File: config.mk
export PLATFORM = sky130hd
export DESIGN_NAME = bg_frame_drawer
export DESIGN_NICKNAME = d
export VERILOG_FILES = /design/src/rtl/bg_draw_pkg.sv /design/src/rtl/bg_pipe_delay.sv /design/src/rtl/bg_frame_drawer.sv
export SDC_FILE = /design/constraint.sdc
export NUM_CORES = 1
export LEC_CHECK = 0
export CAP_MARGIN = 10
export CORE_UTILIZATION = 51
export CTS_CLUSTER_DIAMETER = 120
export DETAILED_ROUTE_END_ITERATION = 12
export GPL_ROUTABILITY_DRIVEN = 0
export PLACE_DENSITY = 0.87
export REMOVE_ABC_BUFFERS = 1
export SYNTH_ARGS = -nofsm -noshare
export SYNTH_HDL_FRONTEND = slang
export SYNTH_HIERARCHICAL = 1
export SYNTH_SLANG_ARGS = --single-unit
File: constraint.sdc
create_clock -name clk -period 5 [get_ports clk]
set_clock_uncertainty 0.2 [all_clocks]
set_input_delay 0.5 -clock clk [delete_from_list [all_inputs] [get_ports clk]]
set_output_delay 0.5 -clock clk [all_outputs]
set_load 0.005 [all_outputs]
File: src/rtl/bg_draw_pkg.sv
// Shared types and constants for the background frame drawer.
// Resolution defaults here also feed the VGA adapter defparams.
package bg_draw_pkg;

   typedef enum logic [1:0] {
      IDLE  = 2'd0,
      SCAN  = 2'd1,
      DRAIN = 2'd2
   } bg_state_e;

   localparam int BG_WIDTH       = 160;
   localparam int BG_HEIGHT      = 120;
   localparam int BG_X_BITS      = 8;
   localparam int BG_Y_BITS      = 7;
   localparam int BG_COLOUR_BITS = 12;

   function automatic int bg_clog2(input int v);
      int r;
      r = 0;
      while ((1 << r) < v) r = r + 1;
      return r;
   endfunction

endpackage

File: src/rtl/bg_pipe_delay.sv
// Fixed-depth shift register realigning scan coordinates
// with the ROM read latency.
module bg_pipe_delay #(
   parameter int DEPTH = 1,
   parameter int W     = 1
) (
   input  logic         clk,
   input  logic         resetn,
   input  logic [W-1:0] d_i,
   output logic [W-1:0] q_o
);

   logic [W-1:0] sr_q [DEPTH];

   always_ff @(posedge clk or negedge resetn) begin
      if (!resetn) begin
         for (int i = 0; i < DEPTH; i++) sr_q[i] <= '0;
      end else begin
         sr_q[0] <= d_i;
         for (int i = 1; i < DEPTH; i++) sr_q[i] <= sr_q[i-1];
      end
   end

   assign q_o = sr_q[DEPTH-1];

endmodule

File: src/rtl/bg_frame_drawer.sv
// Raster sweeper from the background ROMs to the VGA plot port.
// Define TRANSPARENT_KEY_EN to suppress plots of KEY_COLOUR pixels.
module bg_frame_drawer
   import bg_draw_pkg::*;
#(
   parameter int WIDTH       = BG_WIDTH,
   parameter int HEIGHT      = BG_HEIGHT,
   parameter int X_BITS      = BG_X_BITS,
   parameter int Y_BITS      = BG_Y_BITS,
   parameter int COLOUR_BITS = BG_COLOUR_BITS,
   parameter int NUM_IMAGES  = 2,
   parameter int ROM_LATENCY = 1,
   parameter logic [COLOUR_BITS-1:0] KEY_COLOUR = '0,
   parameter int ADDR_BITS   = bg_clog2(WIDTH * HEIGHT),
   parameter int SEL_BITS    = (bg_clog2(NUM_IMAGES) > 1) ?
                               bg_clog2(NUM_IMAGES) : 1
) (
   input  logic                              clk,
   input  logic                              resetn,
   input  logic                              start,
   input  logic                              abort,
   input  logic [SEL_BITS-1:0]               img_sel,
   output logic [ADDR_BITS-1:0]              rom_addr,
   input  logic [NUM_IMAGES*COLOUR_BITS-1:0] rom_data,
   output logic [X_BITS-1:0]                 x,
   output logic [Y_BITS-1:0]                 y,
   output logic [COLOUR_BITS-1:0]            colour,
   output logic                              plot,
   output logic                              busy,
   output logic                              done
);

   localparam int CNT_BITS = bg_clog2(ROM_LATENCY + 1);
   localparam int PW       = 1 + X_BITS + Y_BITS;

   localparam logic [X_BITS-1:0]   X_LAST   = X_BITS'(WIDTH - 1);
   localparam logic [Y_BITS-1:0]   Y_LAST   = Y_BITS'(HEIGHT - 1);
   localparam logic [CNT_BITS-1:0] CNT_LAST = CNT_BITS'(ROM_LATENCY - 1);

`ifdef TRANSPARENT_KEY_EN
   localparam logic KEY_EN = 1'b1;
`else
   localparam logic KEY_EN = 1'b0;
`endif

   bg_state_e             state_q, state_d;
   logic [SEL_BITS-1:0]   img_q, img_d;
   logic [X_BITS-1:0]     sx_q, sx_d;
   logic [Y_BITS-1:0]     sy_q, sy_d;
   logic [ADDR_BITS-1:0]  addr_q, addr_d;
   logic [CNT_BITS-1:0]   cnt_q, cnt_d;
   logic                  done_q, done_d;

   logic                  accept;
   logic                  issue;
   logic                  last_pix;
   logic                  drain_end;

   logic [PW-1:0]         pipe_d, pipe_q;
   logic                  pv;
   logic [X_BITS-1:0]     px;
   logic [Y_BITS-1:0]     py;
   logic [COLOUR_BITS-1:0] pix;

   assign last_pix = (sx_q == X_LAST) && (sy_q == Y_LAST);

   always_ff @(posedge clk or negedge resetn) begin
      if (!resetn) state_q <= IDLE;
      else         state_q <= state_d;
   end

   always_comb begin
      state_d = state_q;
      unique case (state_q)
         IDLE:    if (start) state_d = SCAN;
         SCAN:    if (abort || last_pix) state_d = DRAIN;
         DRAIN:   if (drain_end) state_d = IDLE;
         default: state_d = IDLE;
      endcase
   end

   always_comb begin
      accept    = (state_q == IDLE) && start;
      issue     = (state_q == SCAN) && !abort;
      drain_end = (state_q == DRAIN) && (cnt_q == CNT_LAST);
      busy      = (state_q != IDLE);
   end

   always_comb begin
      img_d  = img_q;
      sx_d   = sx_q;
      sy_d   = sy_q;
      addr_d = addr_q;
      cnt_d  = cnt_q;
      done_d = drain_end;
      if (accept) begin
         img_d  = (int'(img_sel) < NUM_IMAGES) ? img_sel : '0;
         sx_d   = '0;
         sy_d   = '0;
         addr_d = '0;
      end else if (issue && !last_pix) begin
         // address tracks sy*WIDTH+sx without a multiplier
         addr_d = addr_q + 1'b1;
         if (sx_q == X_LAST) begin
            sx_d = '0;
            sy_d = sy_q + 1'b1;
         end else begin
            sx_d = sx_q + 1'b1;
         end
      end
      if (state_q == DRAIN) cnt_d = cnt_q + 1'b1;
      else                  cnt_d = '0;
   end

   always_ff @(posedge clk or negedge resetn) begin
      if (!resetn) begin
         img_q  <= '0;
         sx_q   <= '0;
         sy_q   <= '0;
         addr_q <= '0;
         cnt_q  <= '0;
         done_q <= 1'b0;
      end else begin
         img_q  <= img_d;
         sx_q   <= sx_d;
         sy_q   <= sy_d;
         addr_q <= addr_d;
         cnt_q  <= cnt_d;
         done_q <= done_d;
      end
   end

   assign pipe_d = issue ? {1'b1, sx_q, sy_q} : '0;

   bg_pipe_delay #(
      .DEPTH (ROM_LATENCY),
      .W     (PW)
   ) u_delay (
      .clk    (clk),
      .resetn (resetn),
      .d_i    (pipe_d),
      .q_o    (pipe_q)
   );

   assign {pv, px, py} = pipe_q;
   assign pix = rom_data[int'(img_q)*COLOUR_BITS +: COLOUR_BITS];

   always_comb begin
      x      = px;
      y      = py;
      colour = pv ? pix : '0;
      plot   = pv && !(KEY_EN && (colour == KEY_COLOUR));
   end

   assign rom_addr = addr_q;
   assign done     = done_q;

endmodule

==> flow_metrics.tcl <==
set metrics [dict create \
    synth_enable_flop_cells 0 \
    synth_cell_type_count 41 \
    ys.flop_type "sky130_fd_sc_hd__dfrtp_1" \
    hold_violations 0 \
    num_antenna_cells 0 \
    power.internal_mw 0.689 \
    clock_tree.root_cell "sky130_fd_sc_hd__clkbuf_8" \
    slew-limit-headroom_pct 42.5 \
    via_count_of_the_first_global_routing_pass 2116 \
    starting_density_of_the_core_pct 53.6 \
    dr.pass1.iters 5 \
    timing.final.ws_setup_ns 2.17 \
    maxCapViolCount 0 \
    timing.critical_path.slowest_stage_cell "sky130_fd_sc_hd__and4_1" \
    yosys_warnings 6 \
    tritoncts "built" \
    cts_max_path_buffers 2 \
    report.final.setup_viol 0 \
    slew_viol_final 0 \
    final_cells 388 \
    cp_buf_inv_count 0 \
    synth.avg_cell_area_sq_um 10.0 \
    syn_inst 254 \
    placedInstanceArea_sq_um 3290 \
    hold_class "input port to asynchronous set/reset pin" \
    number_of_antenna_violations_at_the_first_check_in_global_routing 0 \
    fin_crit_sh_pct 56.6 \
    worst_ep_arrival_time_ns 2.82 \
    post-place-cells 380 \
    worst_ep_required_time_ns 4.99 \
    synth.cell_area_sq_um 2550 \
    postSynth.asyncResetShare_pct 100 \
    design.die.area_sq_um 5280 \
    avgRoutedWirePerCell_microns 15.4 \
    place_hpwl_microns 4310 \
    clock_power_share_pct 25.0 \
    boundaryPins 74 \
    design.final.nets 352 \
    synthToLayoutAreaGrowth_pct 33.1 \
    routed_via_density 5.57 \
    status "completed" \
    maximum_number_of_pins_on_one_net_before_global_route_repair 51 \
    rr_startpoint "sx_q[5]$_DFFE_PN0P_" \
    critPathTopFamily "simple AND/OR/NAND/NOR gates" \
    synth.top_cells.by_area "sky130_fd_sc_hd__dfrtp_1, sky130_fd_sc_hd__mux2i_1, sky130_fd_sc_hd__and2_1" \
    leakagePower_nw 1.43 \
    layout.filler_cells 362 \
    fin_worst_hold_slack_ns 0.0648 \
    switchingPower_mw 0.317 \
    post_route_cells_drive_above_1_share_pct 4.36 \
    path_cells "nor3b_1 > and4_1 > o311ai_0 > o31ai_1" \
    ys_seq_area_share_pct 49.1 \
    routed-via-count 2162 \
    clock_latency_ns 0.31 \
    cts_hold_buffers 0 \
    timing.critical_path.slowest_cell_delay_ns 0.90 \
    track_usage_pct 24.4 \
    synth.most_common_cell "sky130_fd_sc_hd__dfrtp_1" \
    globalRoute.totalOverflow 0 \
    worst_setup_slack_post_dpl_ns 1.92 \
    final.setup.tns_ns 0 \
    coreArea_sq_um 4750 \
    grt_pass1_wl_microns 9730 \
    die-width_microns 72.7 \
    fin_area_sq_um 3390 \
    timing.final.crit_period_ns 2.83 \
    tritoncts_num_sinks 50 \
    route.antenna.remaining_nets 0 \
    unrepaired_setup_endpoints_after_global_routing "false" \
    tightestPinTransition_ns 0.863 \
    ctsResizeCount 0 \
    synth_top_cell_area_share_pct 49.1 \
    timing_startpoint_of_the_critical_path "sx_q[5]$_DFFE_PN0P_" \
    rows 25 \
    max_freq_mhz 354 \
    synth.top_cells.by_count "sky130_fd_sc_hd__dfrtp_1, sky130_fd_sc_hd__nand2_1, sky130_fd_sc_hd__mux2i_1" \
    cts_max_level 2 \
    drt-total-wl_microns 5970 \
    part_of_the_power_in_combinational_logic_pct 26.1 \
    ir_drop_uv 194 \
    yosys_register_bits 50 \
    port_buffers 73 \
    cts.reportedPaths.clkPinSlew_ns 0.10 \
    critical_path.startpoint_type "register" \
    postCtsSetupBuffers 0 \
    drt_initial_violations 200 \
    die-height_microns 72.7 \
    critPathKind "register to register" \
    synth_largest_area_cell "sky130_fd_sc_hd__dfrtp_1" \
    worst-path-max-fanout 26 \
    post-route-drc-count 0 \
    cts_made_buffers 5 \
    p_seq_share_pct 48.9 \
    end_kind "register" \
    switching_share_pct 31.5 \
    cellPowerDensity_nw_per_um2 297 \
]
power groups by stage:
stage	clock (mW)	combinational, mW	sequential (mW)
2_1_floorplan	0	0.132	0.484
3_3_place_gp	0	0.256	0.497
3_5_place_dp	0	0.268	0.500
4_1_cts	0.254	0.268	0.491
5_1_grt	0.271	0.292	0.497
6_report	0.252	0.263	0.492
final timing paths:
path,endpoint,slack [ns],cells after the start
max in group asynchronous,rom_addr[2]$_DFFE_PN0P_,4.08,2
min in group clk,cnt_q$_DFF_PN0_,0.27,1
worst max-delay path,sx_q[5]$_DFFE_PN0P_,2.17,4
worst min register to register,cnt_q$_DFF_PN0_,0.27,1
worst max register to register,sx_q[5]$_DFFE_PN0P_,2.17,4
worst min-delay path,sy_q[0]$_DFFE_PN0P_,0.06,2
layout by cell type, fill, tap and decap left out, types with 4 or more instances in the layout:
master / n
sky130_fd_sc_hd__o31ai_1: 5
sky130_fd_sc_hd__clkdlybuf4s50_1: 72
sky130_fd_sc_hd__or4_1: 4
sky130_fd_sc_hd__clkbuf_8: 6
sky130_fd_sc_hd__nor2_1: 4
sky130_fd_sc_hd__and3_1: 4
sky130_fd_sc_hd__nand2_1: 30
sky130_fd_sc_hd__o21ai_0: 9
sky130_fd_sc_hd__nor3_1: 4
sky130_fd_sc_hd__dfrtp_1: 50
sky130_fd_sc_hd__nand4_1: 6
sky130_fd_sc_hd__nor2b_1: 13
sky130_fd_sc_hd__a21oi_1: 10
sky130_fd_sc_hd__and2_1: 19
sky130_fd_sc_hd__mux2i_1: 25
sky130_fd_sc_hd__and4_1: 5
sky130_fd_sc_hd__nand3_1: 14
registers in the layout, indices dropped and copies added, names as in the netlist:
name / count
cnt_q: 1
sx_q: 8
img_q: 1
rom_addr: 15
u_delay/q_o: 16
sy_q: 7
state_q: 2
metrics by stage:
| step | utilization [%] | total power [mW] |
|---|---|---|
| floorplan | - | 0.616 |
| global placement | 69.2 | 0.753 |
| detailed placement | 69.2 | 0.767 |
| CTS | 71.3 | 1.01 |
| global route | 71.3 | 1.06 |
| finish | 71.3 | 1.01 |
per-layer routing:
layer | up-vias | wire, microns | GRT usage, %
met2 | 97 | 2930 | 43.5
met3 | 12 | 493 | 6.35
met5 | - | 0 | 0
met4 | 0 | 149 | 11.5
li1 | 1045 | - | -
met1 | 1008 | 2400 | 27.3
logic make-up after synthesis:
| family | count (synthesis) | synth area share [%] |
|---|---|---|
| AOI/OAI and AO/OA | 35 | 8.40 |
| xor gates and xnor gates | 1 | 0.344 |
| adders and majority gates | 3 | 1.47 |
| buffers and inverters | 19 | 3.54 |
| DFF | 50 | 49.1 |
| muxes | 25 | 9.82 |
| and+or+nand+nor | 121 | 27.3 |
layout make-up:
class                           instances  area, sq um  share of cell area (%)
Sequential cell                        50         1250                    36.9
Multi-Input combinational cell        185         1210                    35.6
Timing Repair Buffer                   74          733                    21.6
Tap cell                               67         83.8                    2.47
Clock buffer                            6         82.6                    2.44
Clock inverter                          2         17.5                   0.517
Inverter                                4         15.0                   0.443
No activity file was read; power rests on OpenSTA's default activity.
